$ cat src/rtl/mem_port_arbiter.sv
// mem_port_arbiter: shares BRAM port 2 (read port plus single write port) between two masters.
// m0 is the core load/store unit and m1 is the debug/loader DMA. The arbiter issues at most one
// access per cycle. Responses come back one cycle after acceptance, which matches a synchronous
// BRAM read. A starvation guard limits how many grants in a row one master can take while the
// other master is waiting.
// Optional feature: define MEM_ARB_RR_EN to select round-robin tie-breaking. When it is undefined,
// arbitration is fixed priority with m0 above m1.
module mem_port_arbiter #(
  parameter int unsigned ADDR_W    = 32,
  parameter int unsigned DATA_W    = 32,
  parameter int unsigned MAX_BURST = 8
) (
  input  logic                clk,
  input  logic                rst,
  // master 0
  input  logic                m0_req_valid,
  output logic                m0_req_ready,
  input  logic                m0_req_we,
  input  logic [ADDR_W-1:0]   m0_req_addr,
  input  logic [DATA_W-1:0]   m0_req_wdata,
  input  logic [DATA_W/8-1:0] m0_req_be,
  output logic                m0_resp_valid,
  output logic [DATA_W-1:0]   m0_resp_rdata,
  output logic                m0_resp_err,
  // master 1
  input  logic                m1_req_valid,
  output logic                m1_req_ready,
  input  logic                m1_req_we,
  input  logic [ADDR_W-1:0]   m1_req_addr,
  input  logic [DATA_W-1:0]   m1_req_wdata,
  input  logic [DATA_W/8-1:0] m1_req_be,
  output logic                m1_resp_valid,
  output logic [DATA_W-1:0]   m1_resp_rdata,
  output logic                m1_resp_err,
  // memory port 2
  output logic [ADDR_W-1:0]   mem_addr2,
  output logic                mem_wr_en,
  output logic [ADDR_W-1:0]   mem_wr_addr,
  output logic [DATA_W-1:0]   mem_wr_data,
  output logic [DATA_W/8-1:0] mem_byte_en,
  input  logic [DATA_W-1:0]   mem_rd_data2
);

  localparam int unsigned BeW  = DATA_W / 8;
  localparam int unsigned CntW = $clog2(MAX_BURST + 1);
  localparam logic [CntW-1:0] MaxCnt = CntW'(MAX_BURST);

  logic            last_grant_q, last_grant_d;
  logic [CntW-1:0] burst_cnt_q, burst_cnt_d;
  logic            resp_pend_q, resp_pend_d;
  logic            resp_owner_q, resp_owner_d;
  logic            resp_we_q, resp_we_d;
  logic            resp_err_q, resp_err_d;

  logic              gnt_valid;
  logic              gnt_id;
  logic              loser_valid;
  logic              sel_we;
  logic [ADDR_W-1:0] sel_addr;
  logic [DATA_W-1:0] sel_wdata;
  logic [BeW-1:0]    sel_be;
  logic              misaligned;
  logic              resp_live;
  logic [DATA_W-1:0] resp_rdata;

  // Pick one winner. Nothing is granted while reset is held, so every output stays 0 in reset.
  always_comb begin
    gnt_valid = 1'b0;
    gnt_id    = 1'b0;
    if (!rst) begin
      if (m0_req_valid && m1_req_valid) begin
        gnt_valid = 1'b1;
`ifdef MEM_ARB_RR_EN
        // Round-robin already alternates, so the burst guard never changes the result here.
        gnt_id = ~last_grant_q;
`else
        // m0 wins unless it has used up its burst allowance while m1 waits.
        gnt_id = (last_grant_q == 1'b0) && (burst_cnt_q == MaxCnt);
`endif
      end else if (m0_req_valid) begin
        gnt_valid = 1'b1;
        gnt_id    = 1'b0;
      end else if (m1_req_valid) begin
        gnt_valid = 1'b1;
        gnt_id    = 1'b1;
      end
    end
  end

  // Route the winning request's fields to the memory port.
  always_comb begin
    sel_we      = gnt_id ? m1_req_we    : m0_req_we;
    sel_addr    = gnt_id ? m1_req_addr  : m0_req_addr;
    sel_wdata   = gnt_id ? m1_req_wdata : m0_req_wdata;
    sel_be      = gnt_id ? m1_req_be    : m0_req_be;
    misaligned  = |sel_addr[1:0];
    loser_valid = gnt_id ? m0_req_valid : m1_req_valid;

    m0_req_ready = gnt_valid && !gnt_id;
    m1_req_ready = gnt_valid && gnt_id;

    mem_addr2   = '0;
    mem_wr_addr = '0;
    mem_wr_data = '0;
    mem_wr_en   = 1'b0;
    mem_byte_en = '0;
    if (gnt_valid) begin
      mem_addr2   = sel_addr;
      mem_wr_addr = sel_addr;
      mem_wr_data = sel_wdata;
      // A misaligned access is still accepted, but it never writes memory.
      if (sel_we && !misaligned) begin
        mem_wr_en   = 1'b1;
        mem_byte_en = sel_be;
      end
    end
  end

  // Next state for the burst counter, the last grant, and the one-deep response tracker.
  always_comb begin
    burst_cnt_d  = '0;
    last_grant_d = last_grant_q;
    if (gnt_valid) begin
      last_grant_d = gnt_id;
      if (loser_valid) begin
        if (gnt_id == last_grant_q) begin
          burst_cnt_d = (burst_cnt_q == MaxCnt) ? burst_cnt_q : burst_cnt_q + CntW'(1);
        end else begin
          burst_cnt_d = CntW'(1);
        end
      end
    end
    resp_pend_d  = gnt_valid;
    resp_owner_d = gnt_id;
    resp_we_d    = sel_we;
    resp_err_d   = misaligned;
  end

  // State registers, synchronous reset. Reset also drops any response still pending.
  always_ff @(posedge clk) begin
    if (rst) begin
      last_grant_q <= 1'b1;
      burst_cnt_q  <= '0;
      resp_pend_q  <= 1'b0;
      resp_owner_q <= 1'b0;
      resp_we_q    <= 1'b0;
      resp_err_q   <= 1'b0;
    end else begin
      last_grant_q <= last_grant_d;
      burst_cnt_q  <= burst_cnt_d;
      resp_pend_q  <= resp_pend_d;
      resp_owner_q <= resp_owner_d;
      resp_we_q    <= resp_we_d;
      resp_err_q   <= resp_err_d;
    end
  end

  // Steer the response to the master that owns it. Read data passes through only for good reads.
  always_comb begin
    resp_live  = resp_pend_q && !rst;
    resp_rdata = (resp_live && !resp_we_q && !resp_err_q) ? mem_rd_data2 : '0;

    m0_resp_valid = resp_live && !resp_owner_q;
    m1_resp_valid = resp_live && resp_owner_q;
    m0_resp_err   = m0_resp_valid && resp_err_q;
    m1_resp_err   = m1_resp_valid && resp_err_q;
    m0_resp_rdata = resp_owner_q ? '0 : resp_rdata;
    m1_resp_rdata = resp_owner_q ? resp_rdata : '0;
  end

endmodule
$ cat config.mk
export PLATFORM = sky130hd
export DESIGN_NAME = mem_port_arbiter
export DESIGN_NICKNAME = d
export VERILOG_FILES = /design/src/rtl/mem_port_arbiter.sv
export SDC_FILE = /design/constraint.sdc
export NUM_CORES = 1
export LEC_CHECK = 0
export ABC_AREA = 1
export CAP_MARGIN = 40
export CORE_AREA = 2 2 135 137
export DETAILED_ROUTE_END_ITERATION = 10
export DIE_AREA = 0 0 137 139
export GPL_ROUTABILITY_DRIVEN = 0
export PLACE_DENSITY = 0.46
export SLEW_MARGIN = 20
export SYNTH_ARGS = -nofsm -noshare
export SYNTH_HDL_FRONTEND = slang
export SYNTH_SLANG_ARGS = --single-unit
export TNS_END_PERCENT = 100
$ cat constraint.sdc
create_clock -name clk -period 3 [get_ports clk]
set_clock_uncertainty 0.2 [all_clocks]
set_input_delay 0.75 -clock clk [delete_from_list [all_inputs] [get_ports clk]]
set_output_delay 0.75 -clock clk [all_outputs]
set_load 0.02 [all_outputs]
-- Word-level counts from Yosys, hierarchy flattened
Cells that the tools add are included.
- $add $sub $neg: 1
- equal/unequal tests: 3
- mux-type cells: 23
- bitwise logic cells: 4
- reduce and logical (&&, ||, !) cells: 21
- operators with widths (operator ; number):
    2-to-1 mux 32 bit ; 7
    2-to-1 mux 1 bit ; 13
    logical AND 1 bit ; 12
    2-to-1 mux 4 bit ; 3
    zero test 1 bit ; 6
    adder 4 x 1 -> 4 bit, second input constant ; 1
    equality test 4 bit, second input constant ; 1
    NOT 1 bit ; 4
    OR reduction 4 bit ; 1
    OR reduction 3 bit ; 1
    != test 2 bit, second input constant ; 1
    OR reduction 2 bit ; 1
    equality test 1 bit ; 1
- register bits: 9
- bits of input ports: 174
- output and inout bits: 171
- word-level logic and storage cells: 59

-- Logic depth before layout (Yosys ltp)
Gate-level depths: netlist (run 1).
- depth after elaboration: 10
- mapped depth: 14
- depth with buffers taken out: 12

-- Least setup slack after synthesis (run 1)
Ideal clock, no wire load.
- kind: in2out
- from: in m1_req_valid
- to: out mem_wr_addr[24]
- arrival time: 1935 ps
- data required time: 2050 ps
- setup slack: 115 ps
- cell stages on the path: 8
- path buffers: 2
- cell sequence: inv_1 nor2_2 nand2_4 inv_4 buf_2 nor2_1 nor2_1 buf_4
- word-level cells in the longest chain between the ends: 6
- elaborated cells on any way between the ends: 10
- classes of those cells: mux (9); reduce/logical (1)
- RTL lines (element ; RTL line ; source):
    from (decl) ; 26 ; input logic m1_req_valid,
    2-to-1 mux 1 bit ; 83 ; end else if (m1_req_valid) begin
    2-to-1 mux 1 bit ; 80 ; end else if (m0_req_valid) begin
    2-to-1 mux 1 bit ; 71 ; if (m0_req_valid && m1_req_valid) begin
    2-to-1 mux 1 bit ; 70 ; if (!rst) begin
    2-to-1 mux 32 bit ; 93 ; sel_addr = gnt_id ? m1_req_addr : m0_req_addr;
    2-to-1 mux 32 bit (*) ; n/a ;
    to (decl) ; 38 ; output logic [ADDR_W-1:0] mem_wr_addr,
Mark *: on every way between the ends. The rest lies on a longest branch, timed or not.

-- Worst setup path in the final report (run 1)
- from: in rst
- to: out m0_resp_rdata[1]
- word-level cells in the longest chain between the ends: 6
- RTL lines (element ; RTL line ; source):
    from (decl) ; 14 ; input logic rst,
    zero test 1 bit ; 160 ; resp_live = resp_pend_q && !rst;
    logical AND 1 bit ; 160 ;
    logical AND 1 bit (2 in series) ; 161 ; resp_rdata = (resp_live && !resp_we_q && !resp_err_q) ? mem_rd_data2 : '0;
    2-to-1 mux 32 bit ; 161 ;
    2-to-1 mux 32 bit ; 167 ; m0_resp_rdata = resp_owner_q ? '0 : resp_rdata;
    to (decl) ; 23 ; output logic [DATA_W-1:0] m0_resp_rdata,
No other way between the ends.

==> results of run 1 <==
## final cells by class
type,count,area [µm²],area share
Timing Repair Buffer,412,3590,0.614
Multi-Input combinational cell,310,1510,0.258
Tap cell,229,287,0.0490
Inverter,49,194,0.0332
Sequential cell,9,183,0.0312
Clock buffer,3,75.1,0.0128
Clock inverter,1,5.00,0.000856
## worst max-delay path, cell delays in order
cell	delay [ns]
buf_2	0.14
inv_4	0.07
nand2_1	0.07
nor2_2	0.15
nand2_4	0.13
clkbuf_16	0.20
nor3_2	0.20
clkdlybuf4s15_2	0.30
## flip-flops by register name (all words and copies together), names as in the netlist
name	cells
resp_pend_q	1
burst_cnt_q	4
last_grant_q	1
resp_err_q	1
resp_owner_q	1
resp_we_q	1
## worst max-delay path by stage
stage,from,to,slack [ns],cells past startpoint
floorplan,m1_req_valid,mem_wr_addr[24],0.11,8
global placement,m1_req_valid,mem_byte_en[0],-0.77,10
detailed placement,m1_req_valid,mem_byte_en[0],-0.78,10
CTS,m1_req_valid,mem_byte_en[0],-0.02,11
global route,rst,m0_resp_rdata[22],0.004,8
finish,rst,m0_resp_rdata[1],0.03,8
## stage by stage
| stage | setup slack (ns) | cells | power, µW | setup TNS, ns |
|---|---|---|---|---|
| after floorplan | 0.115 | 427 | 465 | 0 |
| after global placement | -0.770 | 983 | 944 | -107.95 |
| after detailed placement | -0.779 | 983 | 945 | -110.71 |
| after CTS | -0.0167 | 1005 | 1180 | -0.0706 |
| after global routing | 0.00353 | 1013 | 1270 | 0 |
| final | 0.0303 | 1013 | 1200 | 0 |
## logic make-up (layout without fill, tap and decap cells)
group / Yosys count / count (layout) / synth area share
XOR/XNOR: 2 / 2 / 0.00834
buffers and inverters: 108 / 465 / 0.276
AO/OA/AOI/OAI: 10 / 10 / 0.0274
flip-flops: 9 / 9 / 0.0858
adder cells (fa/ha/maj): 2 / 2 / 0.0119
AND/OR/NAND/NOR: 296 / 296 / 0.590
## power by group through the flow
stage | clock (µW) | combinational [µW] | sequential (µW)
floorplan | 0 | 336 | 129
global placement | 0 | 815 | 129
detailed placement | 0 | 815 | 129
CTS | 240 | 817 | 127
global route | 247 | 890 | 128
finish | 234 | 834 | 128
## cell usage in the layout, fill, tap and decap left out, types with 14 or more instances in the layout
| cell | count |
|---|---|
| buf_2 | 77 |
| buf_4 | 83 |
| buf_6 | 18 |
| clkbuf_2 | 27 |
| clkdlybuf4s50_1 | 172 |
| inv_1 | 42 |
| nand2_1 | 182 |
| nand2_2 | 14 |
| nor2_1 | 14 |
| nor3_1 | 58 |
## routing by layer
layer  global-route usage  share of wire
met3               0.0453           0.11
met2                0.272           0.54
met4               0.0212          0.013
met1                0.131           0.34
met5                    0              0
## repair_timing
action,CTS,global route
setup buffers,15,6
gates cloned,4,6
pin swaps,6,13
hold endpoints to repair,0,0
endpoints found under the setup margin,171,152
resized for setup,636,131
==> flow_summary.html, run 1 <==
<table>
<tr><th>Metric</th><th>Value</th></tr>
<tr><th colspan="2">Global route</th></tr>
<tr><td>Maximum number of pins on one net before global-route repair</td><td>41</td></tr>
<tr><td>Number of antenna violations at the first check in global routing</td><td>0</td></tr>
<tr><td>Wire length of the first global-routing pass</td><td>20200 µm</td></tr>
<tr><td>Tot GR Track Use</td><td>0.135</td></tr>
<tr><td>Total congestion overflow after global routing</td><td>0</td></tr>
<tr><td>Via count of the first global-routing pass</td><td>between 3000 and 4000</td></tr>
<tr><th colspan="2">Yosys</th></tr>
<tr><td>Synth Register Bits</td><td>9</td></tr>
<tr><td>Post-synthesis net count</td><td>603</td></tr>
<tr><td>Number of flops mapped to enable cells by yosys</td><td>0</td></tr>
<tr><td>Cell area after technology mapping</td><td>2100 µm²</td></tr>
<tr><td>Top_reg_cell synth</td><td>dfxtp_1</td></tr>
<tr><td>Most repeated cell in the gate-level netlist after synthesis</td><td>nand2_1</td></tr>
<tr><td>Cell accounting for the most synthesized area</td><td>nand2_1</td></tr>
<tr><td>Top cells by instance count after synthesis</td><td>198 x nand2_1, 67 x nor3_1, 47 x inv_1</td></tr>
<tr><td>Sequential-to-total area share from yosys stat</td><td>0.0858</td></tr>
<tr><td>Synth Instances</td><td>between 400 and 500</td></tr>
<tr><td>Mean instance size in the synthesized netlist</td><td>slightly below 5 µm²</td></tr>
<tr><td>Count of warnings emitted by yosys</td><td>0</td></tr>
<tr><td>Yosys top cell area share</td><td>0.354</td></tr>
<tr><td>Count of different cell masters after synthesis</td><td>26</td></tr>
<tr><td>Cell types with the largest area share after synthesis</td><td>nand2_1 35%, nor3_1 16%, buf_4 13%</td></tr>
<tr><td>Share of flip-flops with an asynchronous set or reset</td><td>0</td></tr>
<tr><th colspan="2">Placement</th></tr>
<tr><td>Post-DP HPWL</td><td>11500 µm</td></tr>
<tr><td>Number of port buffers</td><td>344</td></tr>
<tr><td>Placed Area</td><td>just under 6000 µm²</td></tr>
<tr><th colspan="2">Power and ir drop</th></tr>
<tr><td>Combinational cell fraction of total power</td><td>0.697</td></tr>
<tr><td>Sw Pwr</td><td>462 µW</td></tr>
<tr><td>Fraction of power consumed by the clock network</td><td>0.196</td></tr>
<tr><td>Internal power</td><td>733 µW</td></tr>
<tr><td>Leakage</td><td>roughly 0.0031 µW</td></tr>
<tr><td>Max rail drop VDD</td><td>0.160 mV</td></tr>
<tr><td>Switching share of total power</td><td>0.386</td></tr>
<tr><td>Total power per unit cell area</td><td>204 nW/µm²</td></tr>
<tr><td>Sequential Power Share</td><td>0.107</td></tr>
<tr><th colspan="2">Critical path</th></tr>
<tr><td>Worst reg2reg endpoint</td><td>resp_err_q</td></tr>
<tr><td>Reg2reg start</td><td>burst_cnt_q[0]</td></tr>
<tr><td>Category of the worst setup path capture point</td><td>output pin</td></tr>
<tr><td>Startpoint type of the worst setup path</td><td>input pin</td></tr>
<tr><td>Data required, critical path</td><td>2.05 ns</td></tr>
<tr><td>Max Fanout on Critical Path</td><td>10</td></tr>
<tr><td>Worst endpoint data arrival time</td><td>2.02 ns</td></tr>
<tr><td>R2r setup slk</td><td>approximately 1.1 ns</td></tr>
<tr><td>Worst Path Class, Setup</td><td>in -&gt; out</td></tr>
<tr><td>R2r worst-path depth</td><td>14</td></tr>
<tr><th colspan="2">Final layout</th></tr>
<tr><td># fillers</td><td>1956</td></tr>
<tr><td>Syn-to-layout area delta</td><td>178%</td></tr>
<tr><td>Core Util, Final</td><td>0.331</td></tr>
<tr><td>Post-Layout Inst Area</td><td>about 5800 µm²</td></tr>
<tr><td>Number of nets in the layout</td><td>961</td></tr>
<tr><td>Layout cell share with drive strength beyond 1</td><td>0.358</td></tr>
<tr><td>Number of antenna diodes</td><td>0</td></tr>
<tr><th colspan="2">Clocking</th></tr>
<tr><td>Number of buffers added by the clock tree synthesis step</td><td>3</td></tr>
<tr><td>Clock Sinks</td><td>9</td></tr>
<tr><td>Level count of the clock H-tree</td><td>1</td></tr>
<tr><td>CTS Buffer Depth</td><td>2</td></tr>
<tr><td>Insertion delay of the later-clocked pin in the worst-skew pair</td><td>~0.23 ns</td></tr>
<tr><td>Cts hold-fix bufs</td><td>0</td></tr>
<tr><td>Library cell used as clock root buffer</td><td>clkbuf_16</td></tr>
<tr><td>CTS clk-pin slew, worst paths</td><td>0.04 ns</td></tr>
<tr><td>Clock tree from TritonCTS</td><td>done</td></tr>
<tr><th colspan="2">Detailed routing</th></tr>
<tr><td>Total routed wirelength</td><td>15000 µm</td></tr>
<tr><td>DRT antenna net count</td><td>0</td></tr>
<tr><td>Drt drc</td><td>0</td></tr>
<tr><td>Total number of vias</td><td>3898</td></tr>
<tr><td>Drt first-iter violations</td><td>78</td></tr>
<tr><td>Routed wire per std cell</td><td>14.8 µm</td></tr>
<tr><td>First-pass iteration count of the detailed router</td><td>4</td></tr>
<tr><td>Detail-routed via count per cell</td><td>slightly below 4</td></tr>
<tr><th colspan="2">Floorplan</th></tr>
<tr><td>Floorplan die width</td><td>about 140 µm</td></tr>
<tr><td>Total Die Area</td><td>19000 µm²</td></tr>
<tr><td>Top-Level Pins</td><td>345</td></tr>
<tr><td>Initial cell density of the core</td><td>0.119</td></tr>
<tr><td>Standard-cell row count</td><td>49</td></tr>
<tr><td>Y dimension of the die</td><td>139 µm</td></tr>
<tr><td>CORE AREA</td><td>about 18000 µm²</td></tr>
<tr><th colspan="2">STA</th></tr>
<tr><td>Fin. Hold Viols</td><td>0</td></tr>
<tr><td>Tightest Pin Transition</td><td>0.394 ns</td></tr>
<tr><td>Setup-failing EPs final</td><td>0</td></tr>
<tr><td>Smallest hold slack</td><td>0.301 ns</td></tr>
<tr><td>Fraction of the cycle the final worst path needs</td><td>0.990</td></tr>
<tr><td>Max-slew headroom</td><td>0.737</td></tr>
<tr><td>Min Clock Period, post-route</td><td>2.97 ns</td></tr>
<tr><td>RSZ-0062 raised after global routing</td><td>false</td></tr>
<tr><td>Slew Viols, Final</td><td>0</td></tr>
<tr><td>Achievable Freq</td><td>337 MHz</td></tr>
<tr><th colspan="2">Outcome</th></tr>
<tr><td>Run status</td><td>completed</td></tr>
<tr><th colspan="2">Hold path</th></tr>
<tr><td>Source of the worst hold timing path</td><td>last_grant_q</td></tr>
<tr><td>Min-Delay Path Depth</td><td>1</td></tr>
<tr><td>Endpoint of the worst hold-timing path</td><td>burst_cnt_q[0]</td></tr>
<tr><td>Class of the tightest hold or removal check</td><td>reg -&gt; reg</td></tr>
<tr><th colspan="2">Job</th></tr>
<tr><td>Max-cap violations</td><td>0</td></tr>
</table>
No activity file was read; power rests on OpenSTA's default activity.
==> run 2: changes to the inputs <==
- ABC_AREA: 1 -> default
- CORE_AREA: 2 2 135 137 -> 2 2 134 136
- DIE_AREA: 0 0 137 139 -> 0 0 136 138
- PLACE_DENSITY: 0.46 -> 0.49
- SKIP_LAST_GASP: default -> 1
==> flow_summary.html, run 2 <==
<table>
<tr><th>Metric</th><th>Value</th></tr>
<tr><th colspan="2">Outcome</th></tr>
<tr><td>Run status</td><td>complete, but fails checks</td></tr>
<tr><td>Failing checks</td><td>setup timing</td></tr>
<tr><th colspan="2">Yosys</th></tr>
<tr><td>Basic-gate share of the synthesized area counting and, or, nand and nor cells</td><td>0.339</td></tr>
<tr><td>Sequential-to-total area share from yosys stat</td><td>0.0723</td></tr>
<tr><td>Number of flops mapped to enable cells by yosys</td><td>0</td></tr>
<tr><td>Top cells by instance count after synthesis</td><td>70 x inv_1, 69 x nand2_1, 67 x and2_1</td></tr>
<tr><td>Cell area after technology mapping</td><td>2490 µm²</td></tr>
<tr><td>Mean instance size in the synthesized netlist</td><td>approximately 6.4 µm²</td></tr>
<tr><td>Cell accounting for the most synthesized area</td><td>o32ai_1</td></tr>
<tr><td>Xor-xnor portion of the synthesized cell area</td><td>0.00703</td></tr>
<tr><td>Largest family of logic cells by synthesized area</td><td>simple AND/OR/NAND/NOR gates</td></tr>
<tr><td>Proportion of synthesized area in mux cells</td><td>0.0321</td></tr>
<tr><td>Synth Register Bits</td><td>9</td></tr>
<tr><td>Cell types with the largest area share after synthesis</td><td>o32ai_1 22%, and2_1 17%, inv_1 11%</td></tr>
<tr><td>Count of warnings emitted by yosys</td><td>0</td></tr>
<tr><td>Area fraction in compound gates after synthesis</td><td>0.255</td></tr>
<tr><td>Count of different cell masters after synthesis</td><td>34</td></tr>
<tr><td>Top_reg_cell synth</td><td>dfxtp_1</td></tr>
<tr><td>Post-synthesis net count</td><td>567</td></tr>
<tr><td>Most repeated cell in the gate-level netlist after synthesis</td><td>inv_1</td></tr>
<tr><td>Synth Instances</td><td>slightly below 400</td></tr>
<tr><td>Share of synthesized cell area in full adder, half adder and majority cells</td><td>0.0100</td></tr>
<tr><td>Share of flip-flops with an asynchronous set or reset</td><td>0</td></tr>
<tr><td>Yosys top cell area share</td><td>0.218</td></tr>
<tr><th colspan="2">Clocking</th></tr>
<tr><td>Library cell used as clock root buffer</td><td>clkbuf_16</td></tr>
<tr><td>CTS clk-pin slew, worst paths</td><td>0.04 ns</td></tr>
<tr><td>Clock Sinks</td><td>9</td></tr>
<tr><td>Clock tree from TritonCTS</td><td>done</td></tr>
<tr><td>CTS Buffer Depth</td><td>2</td></tr>
<tr><td>Number of buffers added by the clock tree synthesis step</td><td>3</td></tr>
<tr><td>Insertion delay of the later-clocked pin in the worst-skew pair</td><td>0.23 ns</td></tr>
<tr><td>Level count of the clock H-tree</td><td>1</td></tr>
<tr><th colspan="2">Final layout</th></tr>
<tr><td>Number of nets in the layout</td><td>roughly 920</td></tr>
<tr><td>Area taken by multi-input logic gates</td><td>2000 µm²</td></tr>
<tr><td>Top library cells by usage in the layout, fill and taps aside</td><td>166 x clkdlybuf4s50_1, 75 x buf_2, 69 x nand2_1</td></tr>
<tr><td>Register area</td><td>181 µm²</td></tr>
<tr><td>Fin cells</td><td>972</td></tr>
<tr><td>Flip-flop count of the largest register, all copies and words added</td><td>4</td></tr>
<tr><td>Most common library cell in the layout ignoring fill and taps</td><td>clkdlybuf4s50_1</td></tr>
<tr><td># fillers</td><td>1833</td></tr>
<tr><td>Layout cell share with drive strength beyond 1</td><td>0.394</td></tr>
<tr><td>Syn-to-layout area delta</td><td>160%</td></tr>
<tr><td>Top reg by flops</td><td>burst_cnt_q</td></tr>
<tr><th colspan="2">Global route</th></tr>
<tr><td>Met2 global-route usage</td><td>0.308</td></tr>
<tr><td>Routing usage on met1</td><td>0.160</td></tr>
<tr><td>Wire length of the first global-routing pass</td><td>22700 µm</td></tr>
<tr><td>Global Route met3 Usage</td><td>0.0293</td></tr>
<tr><td>Via count of the first global-routing pass</td><td>4165</td></tr>
<tr><td>Number of antenna violations at the first check in global routing</td><td>0</td></tr>
<tr><td>Busiest grt layer</td><td>met2</td></tr>
<tr><td>Maximum number of pins on one net before global-route repair</td><td>45</td></tr>
<tr><td>Tot GR Track Use</td><td>0.153</td></tr>
<tr><td>Total congestion overflow after global routing</td><td>0</td></tr>
<tr><th colspan="2">Detailed routing</th></tr>
<tr><td>Total routed wirelength</td><td>~16000 µm</td></tr>
<tr><td>Total number of vias</td><td>4006</td></tr>
<tr><td>Detail-routed via count per cell</td><td>4.12</td></tr>
<tr><td>Routed wire per std cell</td><td>between 15 and 20 µm</td></tr>
<tr><td>Drt drc</td><td>0</td></tr>
<tr><td>DRT antenna net count</td><td>0</td></tr>
<tr><td>First-pass iteration count of the detailed router</td><td>4</td></tr>
<tr><td>Drt first-iter violations</td><td>125</td></tr>
<tr><th colspan="2">Critical path</th></tr>
<tr><td>Worst endpoint data arrival time</td><td>2.05 ns</td></tr>
<tr><td>Crit path to</td><td>m1_resp_rdata[9]</td></tr>
<tr><td>Category of the worst setup path capture point</td><td>output pin</td></tr>
<tr><td>Data required, critical path</td><td>approximately 2.1 ns</td></tr>
<tr><td>Reg2reg start</td><td>burst_cnt_q[1]</td></tr>
<tr><td>R2r worst-path depth</td><td>7</td></tr>
<tr><td>R2r setup slk</td><td>1.22 ns</td></tr>
<tr><td>Startpoint type of the worst setup path</td><td>input pin</td></tr>
<tr><td>Worst reg2reg endpoint</td><td>resp_err_q</td></tr>
<tr><td>Launch point of the worst path</td><td>rst</td></tr>
<tr><td>Worst Path Class, Setup</td><td>in -&gt; out</td></tr>
<tr><td>Max Fanout on Critical Path</td><td>16</td></tr>
<tr><th colspan="2">STA</th></tr>
<tr><td>Smallest hold slack</td><td>0.336 ns</td></tr>
<tr><td>Slew Viols, Final</td><td>0</td></tr>
<tr><td>RSZ-0062 raised after global routing</td><td>true</td></tr>
<tr><td>Min Clock Period, post-route</td><td>between 3 and 4 ns</td></tr>
<tr><td>Fraction of the cycle the final worst path needs</td><td>1.00</td></tr>
<tr><td>Setup-failing EPs final</td><td>1</td></tr>
<tr><td>Worst path setup slack after routing</td><td>-0.00140 ns</td></tr>
<tr><td>Achievable Freq</td><td>333 MHz</td></tr>
<tr><td>Tightest Pin Transition</td><td>0.638 ns</td></tr>
<tr><td>Fin. Hold Viols</td><td>0</td></tr>
<tr><td>Max-slew headroom</td><td>0.575</td></tr>
<tr><th colspan="2">Power and ir drop</th></tr>
<tr><td>Leakage</td><td>0.00303 µW</td></tr>
<tr><td>Total power per unit cell area</td><td>approximately 180 nW/µm²</td></tr>
<tr><td>Overall Power</td><td>between 1000 and 1500 µW</td></tr>
<tr><td>Max rail drop VDD</td><td>between 0.15 and 0.2 mV</td></tr>
<tr><th colspan="2">Placement</th></tr>
<tr><td>Number of port buffers</td><td>344</td></tr>
<tr><td>Post-placement cell count</td><td>954</td></tr>
<tr><td>Post-DP HPWL</td><td>12300 µm</td></tr>
<tr><th colspan="2">Floorplan</th></tr>
<tr><td>Initial cell density of the core</td><td>0.142</td></tr>
<tr><td>Standard-cell row count</td><td>49</td></tr>
<tr><td>Floorplan die width</td><td>136 µm</td></tr>
<tr><td>CORE AREA</td><td>17500 µm²</td></tr>
<tr><td>Y dimension of the die</td><td>138 µm</td></tr>
<tr><td>Top-Level Pins</td><td>345</td></tr>
<tr><td>Total Die Area</td><td>roughly 19000 µm²</td></tr>
<tr><th colspan="2">Job</th></tr>
<tr><td>Max-cap violations</td><td>0</td></tr>
<tr><th colspan="2">Hold path</th></tr>
<tr><td>Class of the tightest hold or removal check</td><td>reg -&gt; reg</td></tr>
</table>
## run 2: changes by cell type in the layout (fill, tap and decap cells not counted), moves of 10 or more
| cell | delta |
|---|---|
| and2_1 | +67 |
| clkdlybuf4s15_2 | +28 |
| o32ai_2 | +25 |
| nand2_1 | -113 |
| nor3_1 | -58 |
| o32ai_1 | +29 |
| inv_1 | +25 |
| nand2_2 | -14 |
| buf_4 | -15 |
| nor2_1 | -10 |
## run 2: area by class of cell
type / count / area share
Tap cell: 229 / 0.0443
Sequential cell: 9 / 0.0280
Timing Repair Buffer: 414 / 0.566
Inverter: 70 / 0.0406
Clock buffer: 4 / 0.0122
Multi-Input combinational cell: 245 / 0.308
Antenna cell: 1 / 0.000386
## run 2: worst min-delay path by stage
stage | end | depth (start not counted) | slack (ns) | startpoint
after global routing | burst_cnt_q[0] | 2 | 0.36 | burst_cnt_q[0]
final | burst_cnt_q[0] | 2 | 0.34 | burst_cnt_q[0]
after CTS | burst_cnt_q[0] | 2 | 0.35 | burst_cnt_q[0]
after global placement | burst_cnt_q[0] | 2 | 0.34 | burst_cnt_q[0]
after detailed placement | burst_cnt_q[0] | 2 | 0.34 | burst_cnt_q[0]
after floorplan | burst_cnt_q[0] | 1 | 0.26 | burst_cnt_q[0]
## run 2: stage by stage
stage	instance area [µm²]	utilization	worst slack (ns)	TNS [ns]
after detailed placement	6370	0.363	-0.677	-78.88
after floorplan	2560	-	-0.0531	-0.575
after global routing	6470	0.369	-0.0507	-1.21
after global placement	6370	0.363	-0.676	-76.36
final	6470	0.369	-0.00140	-0.00140
after CTS	6410	0.366	-0.0106	-0.0106
## run 2: critical path, cell delays in order
cell and delay (ns):
buf_2 0.16, and3b_1 0.26, nor3b_4 0.25, buf_4 0.17
clkbuf_16 0.15, and2_1 0.14, clkbuf_2 0.17
## run 2: repair_timing
| action | in CTS | in global routing |
|---|---|---|
| pin swaps | 4 | 5 |
| endpoints found under the setup margin | 167 | 136 |
| resized for setup | 673 | 76 |
| hold buffers | 0 | 0 |
| buffers inserted | 9 | 1 |
| cloned | 3 | 1 |
## run 2: report_power, final
group / switching (µW) / internal, µW
clock network: 59.7 / 178
registers: 6.21 / 125
logic: 383 / 443
## run 2: cell families (layout without fill, tap and decap cells)
| logic type | count (synthesis) | in the layout |
|---|---|---|
| buf+inv | 137 | 488 |
| compound gates | 73 | 73 |
| simple gates | 160 | 160 |
| xor+xnor | 2 | 2 |
| mux | 8 | 8 |
| other cells | 0 | 1 |
| flops | 9 | 9 |
| fa+ha+maj | 2 | 2 |
## run 2: metal layers
metal | up-vias | part of all wire
li1 | 1983 | -
met1 | 1818 | 0.36
met2 | 193 | 0.54
met3 | 12 | 0.081
met4 | 0 | 0.013
met5 | - | 0
